$ cat config.mk
export PLATFORM = sky130hd
export DESIGN_NAME = instr_mem_fetch
export DESIGN_NICKNAME = d
export VERILOG_FILES = /design/src/rtl/instr_mem_fetch.sv
export SDC_FILE = /design/constraint.sdc
export NUM_CORES = 1
export LEC_CHECK = 0
export BUFFER_PORTS_ARGS = -buffer_cell sky130_fd_sc_hd__buf_2
export CORE_ASPECT_RATIO = 0.75
export CORE_MARGIN = 2
export CORE_UTILIZATION = 55
export CTS_CLUSTER_DIAMETER = 120
export DETAILED_ROUTE_END_ITERATION = 10
export PLACE_DENSITY = 0.74
export SLEW_MARGIN = 40
export SYNTH_ARGS = -nofsm -noshare
export SYNTH_HDL_FRONTEND = slang
export SYNTH_SLANG_ARGS = --single-unit
$ cat constraint.sdc
create_clock -name clk -period 4.6 [get_ports clk]
set_input_delay 0.23 -clock clk [delete_from_list [all_inputs] [get_ports clk]]
set_output_delay 0.23 -clock clk [all_outputs]
set_load 0.02 [all_outputs]
$ cat src/rtl/instr_mem_fetch.sv
// instr_mem_fetch: clocked instruction memory with init engine and fetch port.
// Optional parity storage/check enabled by defining INSTR_MEM_PARITY_EN.
//
// Ports:
//   clk, rst_n             clock, async active-low reset
//   fetch_req/fetch_addr   fetch request (valid) and word address
//   fetch_ready            request accepted when fetch_req && fetch_ready
//   instr_valid/instr      registered fetched word, held while stalled
//   instr_ready            downstream consume strobe
//   addr_err               instr came from an out-of-range address
//   wr_en/wr_addr/wr_data  program-load write port (RUN state only)
//   init_done              init engine finished
//   parity_err, inj_par    (INSTR_MEM_PARITY_EN only) parity check / inject
module instr_mem_fetch #(
   parameter int DATA_W        = 16,
   parameter int ADDR_W        = 3,
   parameter int DEPTH         = 8,
   parameter int DEFAULT_INSTR = 50
) (
   input  logic              clk,
   input  logic              rst_n,
   input  logic              fetch_req,
   input  logic [ADDR_W-1:0] fetch_addr,
   output logic              fetch_ready,
   output logic              instr_valid,
   output logic [DATA_W-1:0] instr,
   input  logic              instr_ready,
   output logic              addr_err,
   input  logic              wr_en,
   input  logic [ADDR_W-1:0] wr_addr,
   input  logic [DATA_W-1:0] wr_data,
`ifdef INSTR_MEM_PARITY_EN
   output logic              parity_err,
   input  logic              inj_par,
`endif
   output logic              init_done
);

   typedef enum logic {
      INIT,
      RUN
   } state_t;

   state_t            state;
   logic [ADDR_W-1:0] cnt;
   logic [DATA_W-1:0] mem [DEPTH];
   logic [DATA_W-1:0] init_word;
   logic              fetch_in;
   logic              wr_in;
   logic              accept;
   logic              wr_ok;
   logic              cnt_last;

   // A full-size array makes every address legal; avoid a constant compare.
   if (DEPTH == (1 << ADDR_W)) begin : g_full
      assign fetch_in = 1'b1;
      assign wr_in    = 1'b1;
   end else begin : g_part
      assign fetch_in = 32'(fetch_addr) < DEPTH;
      assign wr_in    = 32'(wr_addr) < DEPTH;
   end

   assign init_word   = DATA_W'({cnt, 1'b0});
   assign cnt_last    = (cnt == ADDR_W'(DEPTH - 1));
   assign fetch_ready = (state == RUN) && (!instr_valid || instr_ready);
   assign accept      = fetch_req && fetch_ready;
   assign wr_ok       = (state == RUN) && wr_en && wr_in;

   always_ff @(posedge clk or negedge rst_n) begin
      if (!rst_n) begin
         state     <= INIT;
         cnt       <= '0;
         init_done <= 1'b0;
      end else begin
         unique case (state)
            INIT: begin
               if (cnt_last) begin
                  state     <= RUN;
                  init_done <= 1'b1;
               end else begin
                  cnt <= cnt + 1'b1;
               end
            end
            RUN: begin
               state <= RUN;
            end
            default: state <= INIT;
         endcase
      end
   end

   // Array is not reset; the init engine rewrites it after every reset.
   always_ff @(posedge clk) begin
      if (state == INIT) begin
         mem[cnt] <= init_word;
      end else if (wr_ok) begin
         mem[wr_addr] <= wr_data;
      end
   end

`ifdef INSTR_MEM_PARITY_EN
   logic par [DEPTH];

   always_ff @(posedge clk) begin
      if (state == INIT) begin
         par[cnt] <= ^init_word;
      end else if (wr_ok) begin
         par[wr_addr] <= (^wr_data) ^ inj_par;
      end
   end

   always_ff @(posedge clk or negedge rst_n) begin
      if (!rst_n) begin
         parity_err <= 1'b0;
      end else if (accept) begin
         parity_err <= fetch_in
                       ? ((^mem[fetch_addr]) ^ par[fetch_addr])
                       : 1'b0;
      end
   end
`endif

   // Reads sample the array before this edge's write lands,
   // so a same-cycle write/fetch returns the old word.
   always_ff @(posedge clk or negedge rst_n) begin
      if (!rst_n) begin
         instr_valid <= 1'b0;
         instr       <= '0;
         addr_err    <= 1'b0;
      end else if (accept) begin
         instr_valid <= 1'b1;
         if (fetch_in) begin
            instr    <= mem[fetch_addr];
            addr_err <= 1'b0;
         end else begin
            instr    <= DATA_W'(DEFAULT_INSTR);
            addr_err <= 1'b1;
         end
      end else if (instr_ready) begin
         instr_valid <= 1'b0;
      end
   end

endmodule
==> reports/qor.csv <==
stage;metric;value;unit
setup_path;Worst Setup Start Kind;flop;
yosys;predominant post-synthesis flop cell;edfxtp_1;
clocking;CTS buffer count;17;
routing;vias per cell;6.000;
yosys;Mapped Cells;380;
min_path;Worst Hold Class;in2reg;
timing;Worst Hold Slack;297.2;ps
global_route;GR Util All Layers;22.67;%
cells_and_area;n_diodes;0;
yosys;Post-Syn Area per Cell;16.32;um2
clocking;post-CTS resize count;0;
power;switching power;0.0006752;W
yosys;Yosys cell types;35;
setup_path;CP top delay family;buffers and inverters;
power;Comb pwr share;7.4;%
setup_path;crit-path max FO;35;
floorplan;die span in x;126.6;um
floorplan;Die Y;95.98;um
routing;Total Routed Length;12850;um
setup_path;Critical Path Source;state;
setup_path;crit path cell chain;buf_4 -> and4b_1 -> a31oi_1 -> nor2_1 -> buf_4;
timing;fin crit period;1934;ps
setup_path;r2r startpoint;state;
setup_path;Crit Reg-Reg Endpoint;mem[2][6];
global_route;first-pass GRT wire length;19510;um
clocking;Clk Latency, worst-skew pair;410;ps
power;P_leak;2.834;nW
place;Inst Count DP;548;
routing;per-cell routed wire length;22.11;um
setup_path;Worst Path Required;4690;ps
place;routability cong.;0.7371;
global_route;gr ovfl total;0;
clocking;CTS Buffer Depth;2;
run;Max Cap Viol;0;
setup_path;Critical Path AT;2020;ps
yosys;register bit total from synthesis;150;
routing;drt pass-1 iters;4;
clocking;CTS sink count;150;
power;Reg power frac;47.6;%
setup_path;slowest cell delay on critical path;400;ps
floorplan;Die ar.;0.01215;mm2
cells_and_area;commonest non-fill, non-tap cell in the layout;edfxtp_1;
setup_path;Setup crit end;mem[2][6];
yosys;largest cells by area after synthesis;edfxtp_1, mux2i_1, dfrtp_1, a22oi_1, a31o_1;
global_route;initial antenna violation count;0;
setup_path;crit end category;flop;
setup_path;Worst path slowest cell;dfrtp_1;
global_route;vias in the first global route;3454;
clocking;Clock Tree Root;clkbuf_16;
timing;Final setup viols;0;
yosys;Post-synth EDFFs;128;
routing;Final ANT Viol Nets;0;
floorplan;Row Count;33;
timing;Max Slew Vio Count;0;
yosys;Syn. warnings;0;
yosys;Mapped Area;0.006203;mm2
timing;Fin Setup TNS;0;ps
setup_path;Reg2Reg Depth;5;
cells_and_area;Filler cells;781;
place;buffers added on ports;45;
clocking;Post-CTS Setup Inserts;0;
power;Net Sw Frac;20.96;%
timing;relative slew slack;45.49;%
timing;RSZ-0062 raised after global routing;false;
setup_path;internal reg-to-reg setup slack;2670;ps
clocking;clock slew at reported path FFs;60;ps
setup_path;WP depth;5;
power;Clock Power Share;45.0;%
floorplan;Initial Utilization;56.70;%
power;PwrDens;454.8;mW/mm2
power;total internal power;0.002546;W
yosys;Net Count, Synth;409;
cells_and_area;non-filler cells, final;581;
cells_and_area;Final #Nets;457;
routing;number of vias in the routed layout;3486;
floorplan;core region area;0.01094;mm2
power;Worst VDD drop;0.3396;mV
cells_and_area;share of cells above drive strength 1;20.41;%
clocking;TritonCTS clock tree;yes;
yosys;share of the yosys chip area belonging to registers;70.84;%
clocking;Hold-fix buffers, CTS;1;
cells_and_area;most frequent cells in the layout;edfxtp_1, mux2i_1, buf_2;
routing;Starting DRT DRC Count;484;
floorplan;top-level I/O count;47;
setup_path;Critical Path Most Common Cell;buf_4;
setup_path;Crit Path Class;reg2reg;
cells_and_area;Layout area overhead;14.18;%
outcome;status;finished, final reports clean;
routing;DRC viols;0;
clocking;htree depth;4;
yosys;area leader, netlist;edfxtp_1;
yosys;Yosys top cell area share;61.96;%
timing;fmax;517.1;MHz
place;dpl hpwl;7112;um
timing;slew at the pin closest to its max-slew limit;817.7;ps
timing;fin crit share;42.04;%
global_route;largest net degree at the start of global routing;65;
timing;Fin Clk Skew;5.034;ps
timing;final hold vios;0;
setup_path;CP bufs+invs;2;
yosys;async set or reset register ratio after synthesis;14.67;%
==> worst min path at each step <==
stage | start | end | slack (ps) | cells after the start
after global routing | fetch_req | instr_valid | 310 | 3
after detailed placement | rst_n | cnt[2] | 290 | 1
after CTS | fetch_req | instr_valid | 280 | 3
after global placement | rst_n | cnt[0] | 280 | 1
after floorplan | rst_n | cnt[0] | -70 | 0
final | wr_data[1] | mem[2][1] | 300 | 2
==> power by group through the flow <==
stage	Sequential, W	Combinational [W]	Clock [W]
floorplan	0.00159	0.000141	0
global placement	0.00156	0.000234	0
detailed placement	0.00156	0.000238	0
CTS	0.00153	0.000240	0.00146
global route	0.00153	0.000260	0.00153
finish	0.00153	0.000239	0.00145
==> cell usage after synthesis (all sizes together), types with 5 or more instances <==
cell type  count
edfxtp       128
mux2i         64
a22oi         32
dfrtp         22
buf           21
inv           21
a31oi         20
a31o          16
and3          15
nor2          10
clkbuf         5
==> cells by family (layout without fill, tap and decap cells) <==
logic type                 after synthesis  in the layout  synth area share [%]
adders and majority gates                2              2                0.4033
DFF                                    150            150                 70.84
muxes                                   67             67                 10.87
buffers and inverters                   48            109                 5.284
and+or+nand+nor                         37             37                 3.671
other                                    1              1               0.06045
AOI/OAI and AO/OA                       74             74                 8.733
xor gates and xnor gates                 1              1                0.1412
==> final cells by class <==
type	instances	area [um2]	share of cell area, %
clock inverter	11	153.9	2.173
inverter	21	78.83	1.113
timing repair buffer	56	316.6	4.469
clock buffer	21	470.5	6.642
sequential	150	4394	62.04
tap	140	175.2	2.473
multi-input combinational	182	1494	21.09
==> flip-flops by register name, summed over array words and instances, names as in the netlist <==
signal       flops
mem            128
instr_valid      1
init_done        1
instr           16
cnt              3
state            1
==> per-stage QoR <==
stage | total power, W | utilization, % | setup slack, ps | cell area (um2)
floorplan | 0.001727 | - | 2564 | 6203
global placement | 0.001793 | 58.81 | 2709 | 6435
detailed placement | 0.001798 | 58.94 | 2668 | 6449
CTS | 0.003237 | 64.73 | 2678 | 7083
global route | 0.003327 | 64.73 | 2511 | 7083
finish | 0.003221 | 64.73 | 2666 | 7083
==> layer usage <==
layer  vias to the layer above  GRT usage, %  part of all wire, %
li1                       1576             -                    -
met1                      1792         30.44                   44
met2                       105         36.81                   50
met3                        13         4.669                  5.4
met4                         0         9.524                  1.0
met5                         -             0                    0
No activity file was read; power rests on OpenSTA's default activity.
